File: config.mk
export PLATFORM = sky130hd
export DESIGN_NAME = button_conditioner
export DESIGN_NICKNAME = d
export VERILOG_FILES = /design/src/rtl/button_conditioner.sv
export SDC_FILE = /design/constraint.sdc
export NUM_CORES = 1
export LEC_CHECK = 0
export ABC_AREA = 1
export BUFFER_PORTS_ARGS = -buffer_cell sky130_fd_sc_hd__buf_2
export CAP_MARGIN = 20
export CORE_MARGIN = 2
export CORE_UTILIZATION = 40
export CTS_CLUSTER_SIZE = 14
export DETAILED_ROUTE_END_ITERATION = 16
export PLACE_DENSITY_LB_ADDON = 0.3
export SYNTH_ARGS = -nofsm -noshare
export SYNTH_HDL_FRONTEND = slang
export SYNTH_SLANG_ARGS = --single-unit
File: constraint.sdc
create_clock -name clk -period 1.9 [get_ports clk]
set_input_delay 0.095 -clock clk [delete_from_list [all_inputs] [get_ports clk]]
set_output_delay 0.095 -clock clk [all_outputs]
set_load 0.01 [all_outputs]
File: src/rtl/button_conditioner.sv
// Pushbutton conditioner: 2-flop synchroniser, debounce, press/release pulses, optional auto-repeat.
// Define BTN_AUTOREPEAT_EN to build the per-channel repeat FSMs behind btn_event/btn_hold.
module button_conditioner #(
    parameter int N_BTN           = 5,
    parameter int DEBOUNCE_CYCLES = 1000000,
    parameter int REPEAT_DELAY    = 50000000,
    parameter int REPEAT_PERIOD   = 25000000
) (
    input  logic             clk,
    input  logic             rst,
    input  logic [N_BTN-1:0] btn_raw,
    output logic [N_BTN-1:0] btn_level,
    output logic [N_BTN-1:0] btn_press,
    output logic [N_BTN-1:0] btn_release,
    output logic [N_BTN-1:0] btn_event,
    output logic [N_BTN-1:0] btn_hold,
    output logic             any_press
);

    localparam int CW = $clog2(DEBOUNCE_CYCLES + 1);
    localparam logic [CW-1:0] DB_LAST = CW'(DEBOUNCE_CYCLES - 1);

    generate
        if (DEBOUNCE_CYCLES < 1 || REPEAT_DELAY < 1 || REPEAT_PERIOD < 1) begin : g_bad_params
            $error("button_conditioner: timing parameters must all be >= 1");
        end
    endgenerate

    logic [N_BTN-1:0] r_s1;
    logic [N_BTN-1:0] r_s2;
    logic [CW-1:0]    r_cnt [N_BTN];
    logic [N_BTN-1:0] r_level;
    logic [N_BTN-1:0] r_press;
    logic [N_BTN-1:0] r_release;
    logic [N_BTN-1:0] r_event;
    logic             r_any;

    logic [N_BTN-1:0] w_change;
    logic [N_BTN-1:0] w_rise;
    logic [N_BTN-1:0] w_fall;

    // A level change is accepted once the synchronised input has disagreed for DEBOUNCE_CYCLES edges.
    always_comb begin
        w_change = '0;
        w_rise   = '0;
        w_fall   = '0;
        for (int i = 0; i < N_BTN; i++) begin
            w_change[i] = (r_s2[i] != r_level[i]) && (r_cnt[i] == DB_LAST);
            w_rise[i]   = w_change[i] && r_s2[i];
            w_fall[i]   = w_change[i] && !r_s2[i];
        end
    end

    always_ff @(posedge clk) begin
        if (rst) begin
            r_s1      <= '0;
            r_s2      <= '0;
            r_level   <= '0;
            r_press   <= '0;
            r_release <= '0;
            r_any     <= 1'b0;
            for (int i = 0; i < N_BTN; i++) begin
                r_cnt[i] <= '0;
            end
        end else begin
            r_s1      <= btn_raw;
            r_s2      <= r_s1;
            r_level   <= r_level ^ w_change;
            r_press   <= w_rise;
            r_release <= w_fall;
            r_any     <= |w_rise;
            for (int i = 0; i < N_BTN; i++) begin
                if ((r_s2[i] == r_level[i]) || w_change[i]) begin
                    r_cnt[i] <= '0;
                end else begin
                    r_cnt[i] <= r_cnt[i] + CW'(1);
                end
            end
        end
    end

`ifdef BTN_AUTOREPEAT_EN
    localparam int RMAX = (REPEAT_DELAY > REPEAT_PERIOD) ? REPEAT_DELAY : REPEAT_PERIOD;
    localparam int TW   = (RMAX > 1) ? $clog2(RMAX) : 1;
    localparam logic [TW-1:0] RD_LAST = TW'(REPEAT_DELAY - 1);
    localparam logic [TW-1:0] RP_LAST = TW'(REPEAT_PERIOD - 1);

    localparam logic [1:0] ST_IDLE   = 2'd0;
    localparam logic [1:0] ST_DELAY  = 2'd1;
    localparam logic [1:0] ST_REPEAT = 2'd2;

    logic [1:0]       r_state [N_BTN];
    logic [TW-1:0]    r_timer [N_BTN];
    logic [N_BTN-1:0] r_hold;

    // A debounced fall always returns to IDLE and suppresses any timer expiry on the same edge.
    always_ff @(posedge clk) begin
        if (rst) begin
            r_event <= '0;
            r_hold  <= '0;
            for (int i = 0; i < N_BTN; i++) begin
                r_state[i] <= ST_IDLE;
                r_timer[i] <= '0;
            end
        end else begin
            for (int i = 0; i < N_BTN; i++) begin
                r_event[i] <= 1'b0;
                if (w_fall[i]) begin
                    r_state[i] <= ST_IDLE;
                    r_timer[i] <= '0;
                    r_hold[i]  <= 1'b0;
                end else begin
                    case (r_state[i])
                        ST_IDLE: begin
                            if (w_rise[i]) begin
                                r_state[i] <= ST_DELAY;
                                r_timer[i] <= '0;
                                r_event[i] <= 1'b1;
                            end
                        end
                        ST_DELAY: begin
                            if (r_timer[i] == RD_LAST) begin
                                r_state[i] <= ST_REPEAT;
                                r_timer[i] <= '0;
                                r_event[i] <= 1'b1;
                                r_hold[i]  <= 1'b1;
                            end else begin
                                r_timer[i] <= r_timer[i] + TW'(1);
                            end
                        end
                        ST_REPEAT: begin
                            if (r_timer[i] == RP_LAST) begin
                                r_timer[i] <= '0;
                                r_event[i] <= 1'b1;
                            end else begin
                                r_timer[i] <= r_timer[i] + TW'(1);
                            end
                        end
                        default: begin
                            r_state[i] <= ST_IDLE;
                            r_timer[i] <= '0;
                            r_hold[i]  <= 1'b0;
                        end
                    endcase
                end
            end
        end
    end

    assign btn_hold = r_hold;
`else
    always_ff @(posedge clk) begin
        if (rst) begin
            r_event <= '0;
        end else begin
            r_event <= w_rise;
        end
    end

    assign btn_hold = '0;
`endif

    assign btn_level   = r_level;
    assign btn_press   = r_press;
    assign btn_release = r_release;
    assign btn_event   = r_event;
    assign any_press   = r_any;

endmodule

==> flow_summary.yaml <==
outcome:
  status: "complete, no violations"
yosys:
  ys_warn_count: 0
  yosys.cell_types.count: 42
  synth_top_family_by_area: "simple AND/OR/NAND/NOR gates"
  yosysSeqAreaShare_pct: 50.49
  synth_mux_area_share_pct: 0
  synth_seq_cells: 126
  synth_cells: 810
  synth-xor-area-share_pct: 5.272
  syn_area_per_cell_sq_um: 8.615
  synthFlopType: "edfxtp_1"
  synthSimpleGateAreaFrac_pct: 30.30
  synthesis.area_sq_um: 6978
  asyncSetResetFlopFracSynth_pct: 0
  yosys.area_share.adder_pct: 0.8965
  synth_edf_count: 100
  synth_compound_gate_area_share_pct: 5.308
critical_path:
  startpoint_type: "register"
  rrSetupSlack_ps: 170
  ff2ff_path_depth: 6
  crit_type: "reg2reg"
  critPathRequiredTime_ps: 2060
  reg2reg_from: "r_cnt[0][0]"
  end_kind: "register"
  path_max_fanout: 9
  arrival_ps: 1890
  r2r-end: "r_cnt[0][16]"
floorplan:
  core_area_sq_um: 17180
  die-height_microns: 136.1
  dieArea_sq_um: 18520
  chipWidth_microns: 136.1
  start_util_pct: 40.62
  io_pins: 33
  fp-row-count: 48
placed_design:
  place.gp.congestion: 0.8293
  hpwl_mm: 9.715
  pre_cts_ws_ps: 159.2
  port-buffer-count: 27
power_and_ir_drop:
  power.leakage_nw: 3.434
  ir_worst_vdd_v: 0.0006311
  power_mw: 6.636
  p_per_area_nw_per_um2: 787.6
timing:
  hold-worst-slack_ps: 157.7
  fin_skew_ps: 9.989
  period_share_pct: 90.95
  finalMaxSlewViolations: 0
  rsz0062_at_grt: "yes"
  finalWorstSetupSlack_ps: 171.9
  finalSetupViolCount: 0
  hold_viol_final: 0
  fmaxAchievable_ghz: 0.5787
  period_minus_slack_ps: 1728
global_route:
  grt.total_usage_pct: 15.58
  antenna_found_initial: 0
  grt_pass1_vias: 5054
  grt_pass1_wl_mm: 22.81
  grt_overflow: 0
  grt_max_degree: 22
clock_network:
  cts_tree: "done"
  clk_pin_slew_ps: 50
  clockBufferDepth: 2
  postCtsSetupBuffers: 0
  root_buffer: "clkbuf_16"
  cts_made_buffers: 17
  clock_latency_ps: 420
  htreeDepth: 4
  cts.sinks: 126
finish:
  nets: 972
  syn_to_final_growth_pct: 20.75
  fillers: 1684
  antennaDiodeCount: 0
  layout_commonest_cell: "nor2_1"
  drive_gt1_share_pct: 13.77
  final_cell_mix: "154 x nor2_1, 136 x nand2_1, 105 x conb_1, 100 x edfxtp_1, 98 x inv_1"
routing:
  via_per_inst: 4.513
  wl_per_cell_microns: 11.04
  dr.pass1.iters: 6
  vias: 5407
  route.detailed.drc: 0
  wl_mm: 13.22
  ant_nets: 0
  drt_iter0_drc: 332
worst_hold_path:
  hold_path_end: "r_s2[0]"
  hold_path_depth: 3
  hold_class: "in2reg"
  min-delay-start: "rst"
run:
  drv_cap: 0
cell type report:
| cell class | instances | area (sq um) | share of cell area (%) |
|---|---|---|---|
| clock buffer | 26 | 500.5 | 5.940 |
| clock inverter | 6 | 82.58 | 0.9801 |
| inverter | 101 | 379.1 | 4.500 |
| multi-input combinational | 667 | 3336 | 39.59 |
| sequential | 126 | 3523 | 41.82 |
| tap | 225 | 281.5 | 3.341 |
| timing repair buffer | 47 | 322.8 | 3.831 |
layer usage:
metal  routed length (microns)  vias up  global-route usage [%]
met5                         0        -                       0
met4                       119        0                   4.861
met3                       569        9                   4.512
met2                      6077       91                   24.68
met1                      6454     2450                   20.61
li1                          -     2857                       -
cells in the mapped netlist, types with 2 or more instances:
| library cell | n | share of area (%) |
|---|---|---|
| nand2_2 | 6 | 0.54 |
| a21oi_1 | 32 | 2.3 |
| edfxtp_1 | 100 | 43 |
| nand2_1 | 136 | 7.3 |
| buf_6 | 4 | 0.65 |
| inv_1 | 98 | 5.3 |
| nor3_2 | 5 | 0.72 |
| nor2_1 | 156 | 8.4 |
| nor2_2 | 14 | 1.3 |
| nand3_1 | 46 | 3.3 |
| nand3_2 | 4 | 0.57 |
| nor3_1 | 31 | 2.2 |
| buf_4 | 12 | 1.3 |
| conb_1 | 2 | 0.11 |
| xor2_1 | 36 | 4.5 |
| or2_2 | 7 | 0.63 |
| nor3b_1 | 4 | 0.43 |
| nor4_1 | 4 | 0.36 |
| nor2_4 | 6 | 0.97 |
| nand4_1 | 21 | 1.9 |
| o211ai_1 | 2 | 0.22 |
| buf_2 | 2 | 0.14 |
| nand3b_1 | 6 | 0.65 |
| clkbuf_1 | 2 | 0.11 |
| inv_2 | 2 | 0.11 |
| nand2_4 | 2 | 0.32 |
| xnor2_1 | 6 | 0.75 |
| o21ai_0 | 11 | 0.79 |
| dfxtp_1 | 26 | 7.5 |
| a21oi_2 | 11 | 1.4 |
| ha_1 | 5 | 0.90 |
per-stage QoR:
step | cell area (sq um) | util [%] | setup TNS (ps) | std cells
final | 8426 | 49.05 | 0 | 1198
after global routing | 8426 | 49.05 | -41.92 | 1198
after CTS | 8399 | 48.90 | 0 | 1197
after detailed placement | 7766 | 45.21 | 0 | 1160
after global placement | 7766 | 45.21 | 0 | 1160
after floorplan | 7365 | - | 0 | 913
cells by family after synthesis:
group                      after synthesis
buffers and inverters                  121
other                                    2
adders and majority gates                5
DFF                                    126
and+or+nand+nor                        453
AOI/OAI and AO/OA                       61
xor gates and xnor gates                42
repair_timing:
| action | in CTS | in global routing |
|---|---|---|
| endpoints found under the setup margin | 0 | 20 |
| gates resized for setup | 0 | 5 |
| endpoints found under the hold margin | 5 | 0 |
| hold buffers | 5 | 0 |
registers in the layout, indices dropped and copies added, names as in the netlist, named ones only:
name,cells
r_cnt,100
r_s2,5
btn_event,5
any_press,1
btn_release,5
r_s1,5
where the power goes:
group          internal (mW)  total (mW)  switching [mW]
combinational         0.0983       0.293           0.194
sequential              3.08        3.18          0.0944
clock                   2.07        3.17            1.10
worst max-delay path: stages (launching register included):
cell      delay [ps]
edfxtp_1         390
ha_1             210
inv_1             70
nor3_1           240
nand2_1          230
nand2_2          260
nor2_1            80
worst max-delay path by stage:
stage,from,end,slack [ps],cells past startpoint
floorplan,r_cnt[1][0],r_cnt[1][16],290,8
CTS,r_cnt[1][1],r_cnt[1][6],130,6
global placement,r_cnt[1][1],r_cnt[1][11],210,6
detailed placement,r_cnt[1][1],r_cnt[1][6],160,6
global route,r_cnt[0][0],r_cnt[0][15],-9,6
finish,r_cnt[0][0],r_cnt[0][16],170,6
Note: power is estimated with default switching activity, not from simulation.
